`src/rtl/uart_pkg.sv`:
```
// Shared UART definitions: receiver FSM encoding, parity modes, oversample default
// and the data-bit clamp used when a frame's configuration is captured.
package uart_pkg;

  localparam int OVERSAMPLE_DEF = 16;

  localparam logic [1:0] PAR_NONE = 2'b00;
  localparam logic [1:0] PAR_ODD  = 2'b01;
  localparam logic [1:0] PAR_EVEN = 2'b10;

  typedef enum logic [2:0] {
    ST_IDLE,
    ST_START,
    ST_DATA,
    ST_PARITY,
    ST_STOP1,
    ST_STOP2,
    ST_BRK_WAIT
  } rx_state_e;

  // Out-of-range requests saturate to the nearest supported frame width.
  function automatic logic [3:0] clamp_data_bits(input logic [3:0]  req,
                                                 input int unsigned max_bits);
    if (req < 4'd5) return 4'd5;
    if (32'(req) > max_bits) return 4'(max_bits);
    return req;
  endfunction

endpackage

```
`src/rtl/uart_baud_tick.sv`:
```
// Oversample tick generator: counts 0..div_i and pulses tick_o on terminal count.
// A synchronous restart realigns the tick phase to a detected start edge.
module uart_baud_tick #(
  parameter int DIV_W = 16
) (
  input  logic             clk_i,
  input  logic             rst_n_i,
  input  logic             restart_i,
  input  logic [DIV_W-1:0] div_i,
  output logic             tick_o
);

  logic [DIV_W-1:0] cnt_q, cnt_d;

  // NOTE: defaults first so every path assigns cnt_d/tick_o and no latch is inferred.
  always_comb begin
    cnt_d  = cnt_q + DIV_W'(1);
    tick_o = 1'b0;
    if (restart_i) begin
      cnt_d = '0;
    end else if (cnt_q == div_i) begin
      cnt_d  = '0;
      tick_o = 1'b1;
    end
  end

  // NOTE: flops use <= so every register samples pre-edge values together.
  always_ff @(posedge clk_i or negedge rst_n_i) begin
    if (!rst_n_i) cnt_q <= '0;
    else          cnt_q <= cnt_d;
  end

endmodule

```
`src/rtl/uart_rx_cfg.sv`:
```
// Runtime-configurable UART receiver: 5-9 data bits, none/odd/even parity,
// 1 or 2 stop bits, 16x oversampling, parity/framing/break reporting.
module uart_rx_cfg
  import uart_pkg::*;
#(
  parameter int MAX_DATA_BITS = 9,
  parameter int DIV_W         = 16,
  parameter int OVERSAMPLE    = OVERSAMPLE_DEF
) (
  input  logic                     i_System_Clock,
  input  logic                     i_Rst_L,
  input  logic [DIV_W-1:0]         i_Baud_Div,
  input  logic [3:0]               i_Data_Bits,
  input  logic [1:0]               i_Parity_Mode,
  input  logic                     i_Stop_Bits,
  input  logic                     i_RX_Serial,
  output logic                     o_RX_Busy,
  output logic                     o_RX_Done,
  output logic [MAX_DATA_BITS-1:0] o_RX_Byte,
  output logic                     o_Parity_Err,
  output logic                     o_Frame_Err,
  output logic                     o_Break
);

  localparam int              OS_W    = $clog2(OVERSAMPLE);
  localparam logic [OS_W-1:0] OS_MID  = OS_W'(OVERSAMPLE / 2 - 1);
  localparam logic [OS_W-1:0] OS_LAST = OS_W'(OVERSAMPLE - 1);

  // Synchroniser and edge history idle high so reset never looks like a start edge.
  logic sync1_q, sync2_q, prev_q;

  rx_state_e                state_q, state_d;
  logic [OS_W-1:0]          os_q, os_d;
  logic [3:0]               bit_q, bit_d;
  logic [MAX_DATA_BITS-1:0] shreg_q, shreg_d;
  logic                     par_acc_q, par_acc_d;
  logic                     ferr_acc_q, ferr_acc_d;
  logic [3:0]               nbits_q, nbits_d;
  logic [1:0]               pmode_q, pmode_d;
  logic                     two_stop_q, two_stop_d;
  logic [DIV_W-1:0]         div_q, div_d;

  logic                     done_q, done_d;
  logic                     busy_q, busy_d;
  logic [MAX_DATA_BITS-1:0] byte_q, byte_d;
  logic                     perr_q, perr_d;
  logic                     ferr_q, ferr_d;
  logic                     brk_q, brk_d;

  logic tick, restart, start_det, bit_sample, par_fail, is_break, finish;

  uart_baud_tick #(.DIV_W(DIV_W)) u_tick (
    .clk_i     (i_System_Clock),
    .rst_n_i   (i_Rst_L),
    .restart_i (restart),
    .div_i     (div_q),
    .tick_o    (tick)
  );

  assign start_det  = (state_q == ST_IDLE) && prev_q && !sync2_q;
  assign bit_sample = tick && (os_q == OS_LAST);
  assign is_break   = !sync2_q && (shreg_q == '0) && !par_acc_q;

  // par_acc_q already includes the parity bit once the FSM reaches the stop bits.
  always_comb begin
    unique case (pmode_q)
      PAR_ODD:  par_fail = ~par_acc_q;
      PAR_EVEN: par_fail = par_acc_q;
      default:  par_fail = 1'b0;
    endcase
  end

  always_comb begin
    state_d    = state_q;
    os_d       = os_q;
    bit_d      = bit_q;
    shreg_d    = shreg_q;
    par_acc_d  = par_acc_q;
    ferr_acc_d = ferr_acc_q;
    nbits_d    = nbits_q;
    pmode_d    = pmode_q;
    two_stop_d = two_stop_q;
    div_d      = div_q;
    byte_d     = byte_q;
    perr_d     = perr_q;
    ferr_d     = ferr_q;
    brk_d      = brk_q;
    restart    = 1'b0;
    finish     = 1'b0;

    if (tick && state_q inside {ST_DATA, ST_PARITY, ST_STOP1, ST_STOP2})
      os_d = bit_sample ? '0 : os_q + OS_W'(1);

    unique case (state_q)
      ST_IDLE: begin
        if (start_det) begin
          restart    = 1'b1;
          state_d    = ST_START;
          os_d       = '0;
          bit_d      = '0;
          shreg_d    = '0;
          par_acc_d  = 1'b0;
          ferr_acc_d = 1'b0;
          nbits_d    = clamp_data_bits(i_Data_Bits, MAX_DATA_BITS);
          pmode_d    = (i_Parity_Mode == PAR_ODD || i_Parity_Mode == PAR_EVEN)
                       ? i_Parity_Mode : PAR_NONE;
          two_stop_d = i_Stop_Bits;
          div_d      = i_Baud_Div;
        end
      end
      ST_START: begin
        if (tick) begin
          if (os_q == OS_MID) begin
            os_d    = '0;
            state_d = sync2_q ? ST_IDLE : ST_DATA;
          end else begin
            os_d = os_q + OS_W'(1);
          end
        end
      end
      ST_DATA: begin
        if (bit_sample) begin
          for (int i = 0; i < MAX_DATA_BITS; i++)
            if (4'(i) == bit_q) shreg_d[i] = sync2_q;
          par_acc_d = par_acc_q ^ sync2_q;
          if (bit_q == nbits_q - 4'd1) begin
            bit_d   = '0;
            state_d = (pmode_q == PAR_NONE) ? ST_STOP1 : ST_PARITY;
          end else begin
            bit_d = bit_q + 4'd1;
          end
        end
      end
      ST_PARITY: begin
        if (bit_sample) begin
          par_acc_d = par_acc_q ^ sync2_q;
          state_d   = ST_STOP1;
        end
      end
      ST_STOP1: begin
        if (bit_sample) begin
          if (is_break) begin
            finish  = 1'b1;
            state_d = ST_BRK_WAIT;
          end else if (two_stop_q) begin
            ferr_acc_d = ferr_acc_q | ~sync2_q;
            state_d    = ST_STOP2;
          end else begin
            finish  = 1'b1;
            state_d = ST_IDLE;
          end
        end
      end
      ST_STOP2: begin
        if (bit_sample) begin
          finish  = 1'b1;
          state_d = ST_IDLE;
        end
      end
      ST_BRK_WAIT: begin
        if (sync2_q) state_d = ST_IDLE;
      end
      default: state_d = ST_IDLE;
    endcase

    if (finish) begin
      byte_d = shreg_q;
      perr_d = par_fail;
      ferr_d = ferr_acc_q | ~sync2_q;
      brk_d  = (state_q == ST_STOP1) && is_break;
    end

    done_d = finish;
    busy_d = (state_d != ST_IDLE) || finish;
  end

  always_ff @(posedge i_System_Clock or negedge i_Rst_L) begin
    if (!i_Rst_L) begin
      sync1_q    <= 1'b1;
      sync2_q    <= 1'b1;
      prev_q     <= 1'b1;
      state_q    <= ST_IDLE;
      os_q       <= '0;
      bit_q      <= '0;
      shreg_q    <= '0;
      par_acc_q  <= 1'b0;
      ferr_acc_q <= 1'b0;
      nbits_q    <= '0;
      pmode_q    <= PAR_NONE;
      two_stop_q <= 1'b0;
      div_q      <= '0;
      done_q     <= 1'b0;
      busy_q     <= 1'b0;
      byte_q     <= '0;
      perr_q     <= 1'b0;
      ferr_q     <= 1'b0;
      brk_q      <= 1'b0;
    end else begin
      sync1_q    <= i_RX_Serial;
      sync2_q    <= sync1_q;
      prev_q     <= sync2_q;
      state_q    <= state_d;
      os_q       <= os_d;
      bit_q      <= bit_d;
      shreg_q    <= shreg_d;
      par_acc_q  <= par_acc_d;
      ferr_acc_q <= ferr_acc_d;
      nbits_q    <= nbits_d;
      pmode_q    <= pmode_d;
      two_stop_q <= two_stop_d;
      div_q      <= div_d;
      done_q     <= done_d;
      busy_q     <= busy_d;
      byte_q     <= byte_d;
      perr_q     <= perr_d;
      ferr_q     <= ferr_d;
      brk_q      <= brk_d;
    end
  end

  assign o_RX_Busy    = busy_q;
  assign o_RX_Done    = done_q;
  assign o_RX_Byte    = byte_q;
  assign o_Parity_Err = perr_q;
  assign o_Frame_Err  = ferr_q;
  assign o_Break      = brk_q;

endmodule
```
`config.mk`:
```
export PLATFORM = sky130hd
export DESIGN_NAME = uart_rx_cfg
export DESIGN_NICKNAME = d
export VERILOG_FILES = /design/src/rtl/uart_pkg.sv /design/src/rtl/uart_baud_tick.sv /design/src/rtl/uart_rx_cfg.sv
export SDC_FILE = /design/constraint.sdc
export NUM_CORES = 1
export LEC_CHECK = 0
export CORE_MARGIN = 3
export CORE_UTILIZATION = 56
export DETAILED_ROUTE_END_ITERATION = 7
export PLACE_DENSITY = 0.82
export SYNTH_ARGS = -nofsm -noshare
export SYNTH_HDL_FRONTEND = slang
export SYNTH_HIERARCHICAL = 1
export SYNTH_SLANG_ARGS = --single-unit
```
`constraint.sdc`:
```
create_clock -name i_System_Clock -period 3.3 [get_ports i_System_Clock]
set_input_delay 0.33 -clock i_System_Clock [delete_from_list [all_inputs] [get_ports i_System_Clock]]
set_output_delay 0.33 -clock i_System_Clock [all_outputs]
set_load 0.01 [all_outputs]
```
==> results.txt, run 1 <==
Setup crit end kind - flip-flop
Post-synth EDFFs - 0
Cell Pwr Density - 530 nW/µm²
Seq/Total Area, Yosys - 0.484
Compound-Gate Fraction of Synth Area - 0.133
WL met1 - 3850 µm
detailed-placement wirelength estimate - 6000 µm
GP Congestion - 0.931
Layout fillers - 562
worst skew pair latency - 0.34 ns
Pins Over Slew Limit - 0
antenna-violating nets left - 0
worst IR drop on VDD - 0.000358 V
Startpoint Class - flip-flop
synthesized cell area - 4040 µm²
post-synth top area share - 0.465
final hold viol count - 0
register area - 1960 µm²
post-synth net total - 460
Root Buffer - clkbuf_8
met2 WL - 3970 µm
Slew HR - 0.361
H-tree depth - 3
Starting Density - 0.585
switching share of total power - 0.318
CTS max path bufs - 2
Via Count - 3,240
vias in the first global route - 3,102
Int Power - 0.00169 W
Hold WC Path Type - input pin to asynchronous set/reset pin
CTS buffer count - 9
Wirelength per Cell - 15.1 µm
first-pass GRT wire length - 14,700 µm
synthesis-stage register bit count - 78
max cap viols - 0
largest net degree at the start of global routing - 79
ys async rst share - 1.00
Setup Skew - 0.0113 ns
multiplexer area fraction after synthesis - 0.0251
largest family of logic cells by synthesized area - simple AND/OR/NAND/NOR gates
ranking of synthesized cells by area - dfrtp_1 (46%), nand2_1 (7.2%), xor2_1 (4.8%)
DIE AREA - 8270 µm²
routed length on met3 - 600 µm
Clock transition at path regs - 0.08 ns
Syn Inst Count - 427
Comb pwr share - 0.203
n_diodes - 0
Pleak - 2.15 nW
Highest Signal Layer - met4
Ports - 40
post_cts resized - 0
Synth area leader - dfrtp_1
Die Height - 90.9 µm
placed insts - 548
Synth Area in Adders - 0.0217
DIE WIDTH - 90.9 µm
area occupied by multi-input gates - 1920 µm²
Post-CTS Setup Inserts - 0
outcome - completed
Initial DRT Pass Iterations - 5
grt total ovfl - 0
actual slew at the worst max-slew pin - 0.958 ns
final WL - 8540 µm
Post-synth top cells - nand2_1 (77), dfrtp_1 (75), nor2_1 (34)
GRT Util Overall - 0.218
power share of the clock group - 0.278
Psw - 0.000789 W
fmax - 345 MHz
CTS Hold Bufs - 0
Worst EP required - 3.51 ns
CTS tree - built
main flop type after synthesis - dfrtp_1
initial antenna violation count - 0
Fin Setup TNS - 0 ns
yosys warns - 6
CP arrival - 3.11 ns
Initial DRC Count - 262
most numerous cell in the Yosys netlist - nand2_1
fin crit share - 0.879
clock sink total - 78
worst-path fanout max - 6
row cnt - 30
Flop pwr share - 0.519
unrepaired setup endpoints after global routing - no
simple-gate share of the synthesized area - 0.207
synth-to-layout area growth - 16.0%
Final Core Density - 0.678
Post-Syn Area per Cell - 9.46 µm²
Period minus WS final - 2.90 ns
core region area - 6910 µm²
non-filler cells, final - 564
DRC viols - 0
share of post-route cells with drive strength above 1 - 0.0962
library cells used by synthesis - 61
worst slack, placed - 0.455 ns
port bufs - 39
CP Class - flip-flop to flip-flop
Synth Area in XOR/XNOR - 0.0883
Nets - 496
vias per cell - 5.74
final setup vio count - 0
final setup margin - 0.398 ns
==> worst max-delay path, cell delays in order (launching register included) <==
cell      delay [ns]
dfrtp_1         0.46
xor2_1          0.19
nor4_1          0.39
nand4_1         0.15
nor2_1          0.25
and4_1          0.39
nor2_1          0.06
o21ai_0         0.22
o211ai_1        0.14
or4_1           0.50
==> layout by cell type, fill, tap and decap left out, types with 9 or more instances in the layout <==
cell type / instances
nand2_1: 77
dfrtp_1: 75
clkdlybuf4s50_1: 38
nor2_1: 34
o21ai_0: 23
xor2_1: 22
inv_1: 19
a21oi_1: 19
nand3_1: 14
nor3_1: 11
xnor2_1: 11
clkbuf_8: 9
==> state kept, by name (all words and copies together) (netlist names), 2 cells and up <==
name,count
bit_q,4
div_q,16
nbits_q,4
o_RX_Byte,9
os_q,4
pmode_q,2
shreg_q,9
state_q,3
u_tick/cnt_q,16
==> final timing paths <==
check,from,to,slack (ns),cells past startpoint
setup / recovery,u_tick/cnt_q[7],o_RX_Busy,0.40,9
hold reg to reg,sync1_q,sync2_q,0.36,0
setup reg to reg,u_tick/cnt_q[7],o_RX_Busy,0.40,9
max in group asynchronous,i_Rst_L,bit_q[0],2.54,1
hold / removal,i_Rst_L,os_q[1],0.12,1
min in group i_System_Clock,sync1_q,sync2_q,0.36,0
==> power by group through the flow <==
stage	Sequential (W)	Clock (W)	Combinational [W]
after floorplan	0.00124	0	0.000389
after global placement	0.00129	0	0.000485
after detailed placement	0.00130	0	0.000503
after CTS	0.00129	0.000707	0.000508
after global routing	0.00131	0.000750	0.000575
final	0.00129	0.000690	0.000505
==> final cells by class <==
class,count,area share
well taps,96,0.0256
multi-input cells,310,0.410
flip-flops and latches,78,0.417
clock inverters,6,0.0134
clock buffers,10,0.0272
inverters,20,0.0160
repair buffers,44,0.0908
==> routing by layer <==
| layer | track usage | vias to the layer above |
|---|---|---|
| met5 | 0 | - |
| met4 | 0.0829 | 0 |
| met3 | 0.0497 | 19 |
| met2 | 0.333 | 136 |
| met1 | 0.304 | 1542 |
| li1 | - | 1543 |
==> metrics by stage <==
stage               cell area (µm²)  hold WS, ns  total power, W
detailed placement             4500        0.349         0.00181
global route                   4690        0.203         0.00264
floorplan                      4040       0.0344         0.00163
CTS                            4690        0.170         0.00250
finish                         4690        0.123         0.00248
global placement               4500        0.345         0.00178
==> cell families (layout without fill, tap and decap cells) <==
| group | count (synthesis) | count (layout) |
|---|---|---|
| flip-flops | 78 | 78 |
| multiplexers | 9 | 9 |
| XOR/XNOR | 36 | 36 |
| buffers and inverters | 39 | 80 |
| adder cells (fa/ha/maj) | 7 | 7 |
| AND/OR/NAND/NOR | 177 | 177 |
| AO/OA/AOI/OAI | 81 | 81 |
Note: power is estimated with default switching activity, not from simulation.
==> run 2: changes to the inputs <==
Settings changed: CORE_UTILIZATION 56 to 57, CTS_CLUSTER_DIAMETER set to 120, PLACE_DENSITY 0.82 to 0.83.
==> results.txt, run 2 (synthesis gave the netlist of run 1 again) <==
Cell Pwr Density - 531 nW/µm² (was 530 nW/µm²)
Wirelength per Cell - 14.8 µm (was 15.1 µm)
DRC viols - 0 (unchanged)
Post-DP Area - 4500 µm² (about the same)
final WL - 8350 µm (was 8540 µm)
n_diodes - 0 (unchanged)
row cnt - 30 (unchanged)
Worst EP required - 3.54 ns (was 3.51 ns)
Initial DRT Pass Iterations - 5 (unchanged)
Slew HR - 0.364 (was 0.361)
Post-CTS Setup Inserts - 0 (unchanged)
antenna-violating nets left - 0 (unchanged)
CTS Hold Bufs - 0 (unchanged)
Clock transition at path regs - 0.08 ns (about the same)
CP Class - flip-flop to flip-flop (unchanged)
Starting Density - 0.591 (was 0.585)
first-pass GRT wire length - 14,300 µm (was 14,700 µm)
Period minus WS final - 2.96 ns (was 2.90 ns)
fmax - 337 MHz (was 345 MHz)
worst skew pair latency - 0.35 ns (was 0.34 ns)
FF-to-FF Start - u_tick/cnt_q[8] (was u_tick/cnt_q[7])
max cap viols - 0 (unchanged)
Fin Setup TNS - 0 ns (unchanged)
Die Height - 90.2 µm (was 90.9 µm)
DIE WIDTH - 90.2 µm (was 90.9 µm)
CTS buffer count - 9 (unchanged)
vias per cell - 5.70 (was 5.74)
Pins Over Slew Limit - 0 (unchanged)
Via Count - 3,222 (was 3,240)
unrepaired setup endpoints after global routing - no (unchanged)
vias in the first global route - 3,034 (was 3,102)
clock sink total - 78 (unchanged)
R2R Path End - shreg_q[0] (was o_RX_Busy)
final setup vio count - 0 (unchanged)
Initial DRC Count - 260 (was 262)
Root Buffer - clkbuf_8 (unchanged)
Hold WC Path Type - input pin to asynchronous set/reset pin (unchanged)
share of post-route cells with drive strength above 1 - 0.0981 (was 0.0962)
DIE AREA - 8130 µm² (was 8270 µm²)
largest net degree at the start of global routing - 79 (unchanged)
largest registers - div_q (16), u_tick/cnt_q (16) (unchanged)
GRT Util Overall - 0.216 (was 0.218)
most common cell after layout, fill and taps aside - nand2_1 (unchanged)
WHS - 0.119 ns (was 0.123 ns)
Ports - 40 (unchanged)
fin crit share - 0.898 (was 0.879)
actual slew at the worst max-slew pin - 0.954 ns (was 0.958 ns)
outcome - completed (unchanged)
grt total ovfl - 0 (unchanged)
Nets - 497 (was 496)
Setup crit end kind - flip-flop (unchanged)
worst IR drop on VDD - 0.000347 V (was 0.000358 V)
final hold viol count - 0 (unchanged)
synth-to-layout area growth - 16.4% (was 16.0%)
core region area - 6830 µm² (was 6910 µm²)
detailed-placement wirelength estimate - 5910 µm (was 6000 µm)
Setup Skew - 0.0111 ns (was 0.0113 ns)
Pleak - 2.15 nW (about the same)
R2R cell count - 9 (unchanged)
CP arrival - 3.21 ns (was 3.11 ns)
Startpoint Class - flip-flop (unchanged)
CTS max path bufs - 2 (unchanged)
flop2flop setup slack - 0.34 ns (was 0.40 ns)
H-tree depth - 3 (unchanged)
initial antenna violation count - 0 (unchanged)
most frequent cells in the layout - nand2_1 (77), dfrtp_1 (75), clkdlybuf4s50_1 (38), nor2_1 (34), o21ai_0 (23) (unchanged)
Layout fillers - 551 (was 562)
CTS tree - built (unchanged)
worst-path fanout max - 13 (was 6)
design area - 4700 µm² (was 4690 µm²)
post_cts resized - 0 (unchanged)
GP Congestion - 0.878 (was 0.931)
port bufs - 39 (unchanged)
[run 2: worst max-delay path by stage]
| stage | startpoint | to | slack [ns] | depth (start not counted) |
|---|---|---|---|---|
| 2_1_floorplan | state_q[0] | o_RX_Busy | 0.50 | 12 |
| 3_3_place_gp | u_tick/cnt_q[8] | o_RX_Busy | 0.56 | 9 |
| 3_5_place_dp | u_tick/cnt_q[8] | o_RX_Busy | 0.48 | 9 |
| 4_1_cts | u_tick/cnt_q[8] | o_RX_Busy | 0.41 | 9 |
| 5_1_grt | u_tick/cnt_q[7] | shreg_q[5] | 0.14 | 9 |
| 6_report | u_tick/cnt_q[8] | shreg_q[0] | 0.34 | 9 |
[run 2: power by group]
| group | total [W] | internal (W) | switching [W] |
|---|---|---|---|
| Combinational | 0.000503 | 0.000235 | 0.000268 |
| Sequential | 0.00128 | 0.00111 | 0.000172 |
| Clock | 0.000712 | 0.000370 | 0.000342 |
| Total | 0.00250 | 0.00172 | 0.000782 |
[run 2: area by class of cell]
cell class / instances / area [µm²] / share of cell area
Clock buffer: 11 / 141 / 0.0301
Timing Repair Buffer: 45 / 433 / 0.0920
Inverter: 20 / 75.1 / 0.0160
Clock inverter: 5 / 58.8 / 0.0125
Multi-Input combinational cell: 310 / 1920 / 0.408
Tap cell: 96 / 120 / 0.0255
Sequential cell: 78 / 1960 / 0.416
[run 2: metrics by stage]
stage / cells / utilization / setup WS, ns / power [W]
after CTS: 565 / 0.688 / 0.414 / 0.00251
after floorplan: 427 / - / 0.496 / 0.00163
after detailed placement: 549 / 0.659 / 0.483 / 0.00180
final: 565 / 0.688 / 0.336 / 0.00250
after global routing: 565 / 0.688 / 0.135 / 0.00265
after global placement: 549 / 0.659 / 0.556 / 0.00177
[run 2: per-layer routing]
layer | vias to the layer above | routed length [µm] | global-route usage
met5 | - | 0 | 0
met4 | 0 | 121 | 0.0893
met3 | 12 | 418 | 0.0360
met2 | 108 | 4010 | 0.339
met1 | 1555 | 3800 | 0.299
li1 | 1547 | - | -
[run 2: worst max-delay path: stages (launching register included)]
cell	delay, ns
dfrtp_1	0.46
xor2_1	0.19
nor4_1	0.45
nand4_1	0.16
nor2_1	0.25
nand3_1	0.17
nor2_1	0.34
o21ai_1	0.36
o21ai_0	0.24
a21bo_2	0.24
==> run 3: changes to the inputs <==
Settings changed: GPL_TIMING_DRIVEN set to 0, SYNTH_HIERARCHICAL 1 to not set.
==> results.txt, run 3 <==
CP arrival - 2.94 ns (was 3.21 ns)
actual slew at the worst max-slew pin - 0.734 ns (was 0.954 ns)
Clock transition at path regs - 0.08 ns (about the same)
DIE AREA - 7980 µm² (was 8130 µm²)
yosys warns - 0 (was 6)
CP Class - flip-flop to flip-flop (unchanged)
antenna-violating nets left - 0 (unchanged)
largest family of logic cells by synthesized area - simple AND/OR/NAND/NOR gates (unchanged)
Initial DRT Pass Iterations - 8 (was 5)
simple-gate share of the synthesized area - 0.245 (was 0.207)
synth-to-layout area growth - 18.0% (was 16.4%)
CTS buffer count - 9 (unchanged)
DIE WIDTH - 89.3 µm (was 90.2 µm)
ranking of synthesized cells by area - dfrtp_1 (47%), nand2_1 (9.8%), xor2_1 (5.3%) (was dfrtp_1 (46%), nand2_1 (7.2%), xor2_1 (4.8%))
most common cell after layout, fill and taps aside - nand2_1 (unchanged)
CP max-delay cell - nor4_1 (was dfrtp_1)
grt total ovfl - 0 (unchanged)
Setup Skew - 0.00782 ns (was 0.0111 ns)
clock sink total - 78 (unchanged)
R2R cell count - 7 (was 9)
worst IR drop on VDD - 0.000244 V (was 0.000347 V)
Layout fillers - 489 (was 551)
most frequent cells in the layout - nand2_1 (103), dfrtp_1 (75), nor2_1 (38), clkdlybuf4s50_1 (38), o21ai_0 (25) (was nand2_1 (77), dfrtp_1 (75), clkdlybuf4s50_1 (38), nor2_1 (34), o21ai_0 (23))
Starting Density - 0.606 (was 0.591)
largest net degree at the start of global routing - 56 (was 79)
critical path, cell by cell - xor2_1, nor4_1, nand4_1, clkbuf_1, nor4_1, nand2_1, nand2_1 (was xor2_1, nor4_1, nand4_1, nor2_1, nand3_1, nor2_1, o21ai_1, o21ai_0, a21bo_2)
fin crit share - 0.802 (was 0.898)
post_cts resized - 0 (unchanged)
final WL - 8780 µm (was 8350 µm)
Cell Pwr Density - 484 nW/µm² (was 531 nW/µm²)
Hold WC Path Type - flip-flop to flip-flop (was input pin to asynchronous set/reset pin)
Nets - 514 (was 497)
detailed-placement wirelength estimate - 6270 µm (was 5910 µm)
synthesis-stage register bit count - 78 (unchanged)
flop2flop setup slack - 0.65 ns (was 0.34 ns)
register area - 1960 µm² (unchanged)
Period minus WS final - 2.65 ns (was 2.96 ns)
port bufs - 39 (unchanged)
Fin Setup TNS - 0 ns (unchanged)
post-synth net total - 462 (was 460)
R2R Path End - shreg_q[3] (was shreg_q[0])
worst-path fanout max - 10 (was 13)
CTS max path bufs - 2 (unchanged)
crit-path max cell delay - 0.72 ns (was 0.46 ns)
initial antenna violation count - 0 (unchanged)
worst skew pair latency - 0.35 ns (about the same)
post-synth top area share - 0.474 (was 0.465)
FF-to-FF Start - u_tick.cnt_q[5] (was u_tick/cnt_q[8])
Root Buffer - clkbuf_8 (unchanged)
CTS tree - built (unchanged)
Synth Area in XOR/XNOR - 0.0857 (was 0.0883)
Post-Syn Area per Cell - 9.23 µm² (was 9.46 µm²)
library cells used by synthesis - 50 (was 61)
Seq/Total Area, Yosys - 0.494 (was 0.484)
final hold viol count - 0 (unchanged)
vias per cell - 5.76 (was 5.70)
Synth area leader - dfrtp_1 (unchanged)
unrepaired setup endpoints after global routing - no (unchanged)
core region area - 6530 µm² (was 6830 µm²)
Setup crit end kind - flip-flop (unchanged)
Die Height - 89.3 µm (was 90.2 µm)
outcome - completed (unchanged)
Final Core Density - 0.715 (was 0.688)
vias in the first global route - 3,219 (was 3,034)
final setup margin - 0.653 ns (was 0.336 ns)
first-pass GRT wire length - 14,800 µm (was 14,300 µm)
critical path launch point - u_tick.cnt_q[5] (was u_tick/cnt_q[8])
row cnt - 29 (was 30)
Initial DRC Count - 266 (was 260)
Post-CTS Setup Inserts - 0 (unchanged)
area occupied by multi-input gates - 1900 µm² (was 1920 µm²)
final setup vio count - 0 (unchanged)
Worst EP required - 3.59 ns (was 3.54 ns)
synthesized cell area - 3960 µm² (was 4040 µm²)
Synth Area in Adders - 0.0221 (was 0.0217)
DRC viols - 0 (unchanged)
main flop type after synthesis - dfrtp_1 (unchanged)
fmax - 378 MHz (was 337 MHz)
Compound-Gate Fraction of Synth Area - 0.0876 (was 0.133)
worst slack, placed - 0.726 ns (was 0.483 ns)
Pleak - 2.25 nW (was 2.15 nW)
Ports - 40 (unchanged)
GRT Util Overall - 0.240 (was 0.216)
GP Congestion - 0.914 (was 0.878)
Post-synth EDFFs - 0 (unchanged)
Syn Inst Count - 429 (was 427)
worst setup path endpoint - shreg_q[3] (was shreg_q[0])
Wirelength per Cell - 15.6 µm (was 14.8 µm)
Tot Pwr - 0.00226 W (was 0.00250 W)
Post-synth top cells - nand2_1 (103), dfrtp_1 (75), nor2_1 (38) (was nand2_1 (77), dfrtp_1 (75), nor2_1 (34))
n_diodes - 0 (unchanged)
Slew HR - 0.506 (was 0.364)
ys async rst share - 1.00 (unchanged)
largest registers - div_q (16), u_tick.cnt_q (16) (was div_q (16), u_tick/cnt_q (16))
Startpoint Class - flip-flop (unchanged)
Via Count - 3,241 (was 3,222)
multiplexer area fraction after synthesis - 0.0386 (was 0.0251)
max cap viols - 0 (unchanged)
H-tree depth - 3 (unchanged)
Pins Over Slew Limit - 0 (unchanged)
most numerous cell in the Yosys netlist - nand2_1 (unchanged)
share of post-route cells with drive strength above 1 - 0.0864 (was 0.0981)
==> run 3: final cells by class <==
cell class,instances,share of cell area
clock inverters,6,0.0131
multi-input cells,325,0.406
well taps,77,0.0206
inverters,9,0.00724
repair buffers,41,0.0911
clock buffers,10,0.0273
flip-flops and latches,78,0.419
plain buffers,17,0.0155
==> run 3: how the worst min path moves through the flow <==
stage                     startpoint  endpoint  slack (ns)  depth (start not counted)
final                        sync1_q   sync2_q        0.37                          0
after global routing         sync1_q   sync2_q        0.37                          0
after CTS                    sync1_q   sync2_q        0.37                          0
after detailed placement     i_Rst_L  div_q[3]        0.26                          1
after global placement       sync1_q   sync2_q        0.36                          0
after floorplan              i_Rst_L  bit_q[0]        0.03                          0
==> run 3: metrics by stage <==
stage | instance area, µm² | hold slack, ns | std cells
after detailed placement | 4470 | 0.255 | 546
after global placement | 4440 | 0.360 | 545
after global routing | 4670 | 0.373 | 563
after CTS | 4670 | 0.369 | 563
final | 4670 | 0.367 | 563
after floorplan | 3960 | 0.0344 | 429
==> run 3: cell families (layout without fill, tap and decap cells) <==
logic type / count (synthesis) / after routing
xor+xnor: 37 / 37
compound gates: 57 / 57
flops: 78 / 78
simple gates: 210 / 210
buf+inv: 26 / 83
fa+ha+maj: 7 / 7
mux: 14 / 14
==> run 3: repair_timing <==
| item | 4_1_cts | 5_1_grt |
|---|---|---|
| endpoints found under the setup margin | 0 | 0 |
| hold endpoints to repair | 21 | 0 |
| hold buffers | 1 | 0 |
==> run 3: layer usage <==
metal,part of all wire,wire (µm),global-route usage
met5,0,0,0
met3,0.061,531,0.0636
met2,0.48,4190,0.374
met4,0.018,161,0.0825
met1,0.44,3890,0.326
==> run 3: critical path, delay by kind of cell, from the launching register on <==
| kind | cells | cell delay (ns) |
|---|---|---|
| XOR/XNOR | 1 | 0.18 |
| buffers and inverters | 1 | 0.30 |
| flip-flops | 1 | 0.44 |
| AND/OR/NAND/NOR | 5 | 1.67 |
==> run 3: report_power, final <==
part | leakage (nW) | internal, W | switching, W
sequential | 1.04 | 0.00105 | 0.0000893
combinational | 1.12 | 0.000185 | 0.000236
clock | 0.0964 | 0.000348 | 0.000345
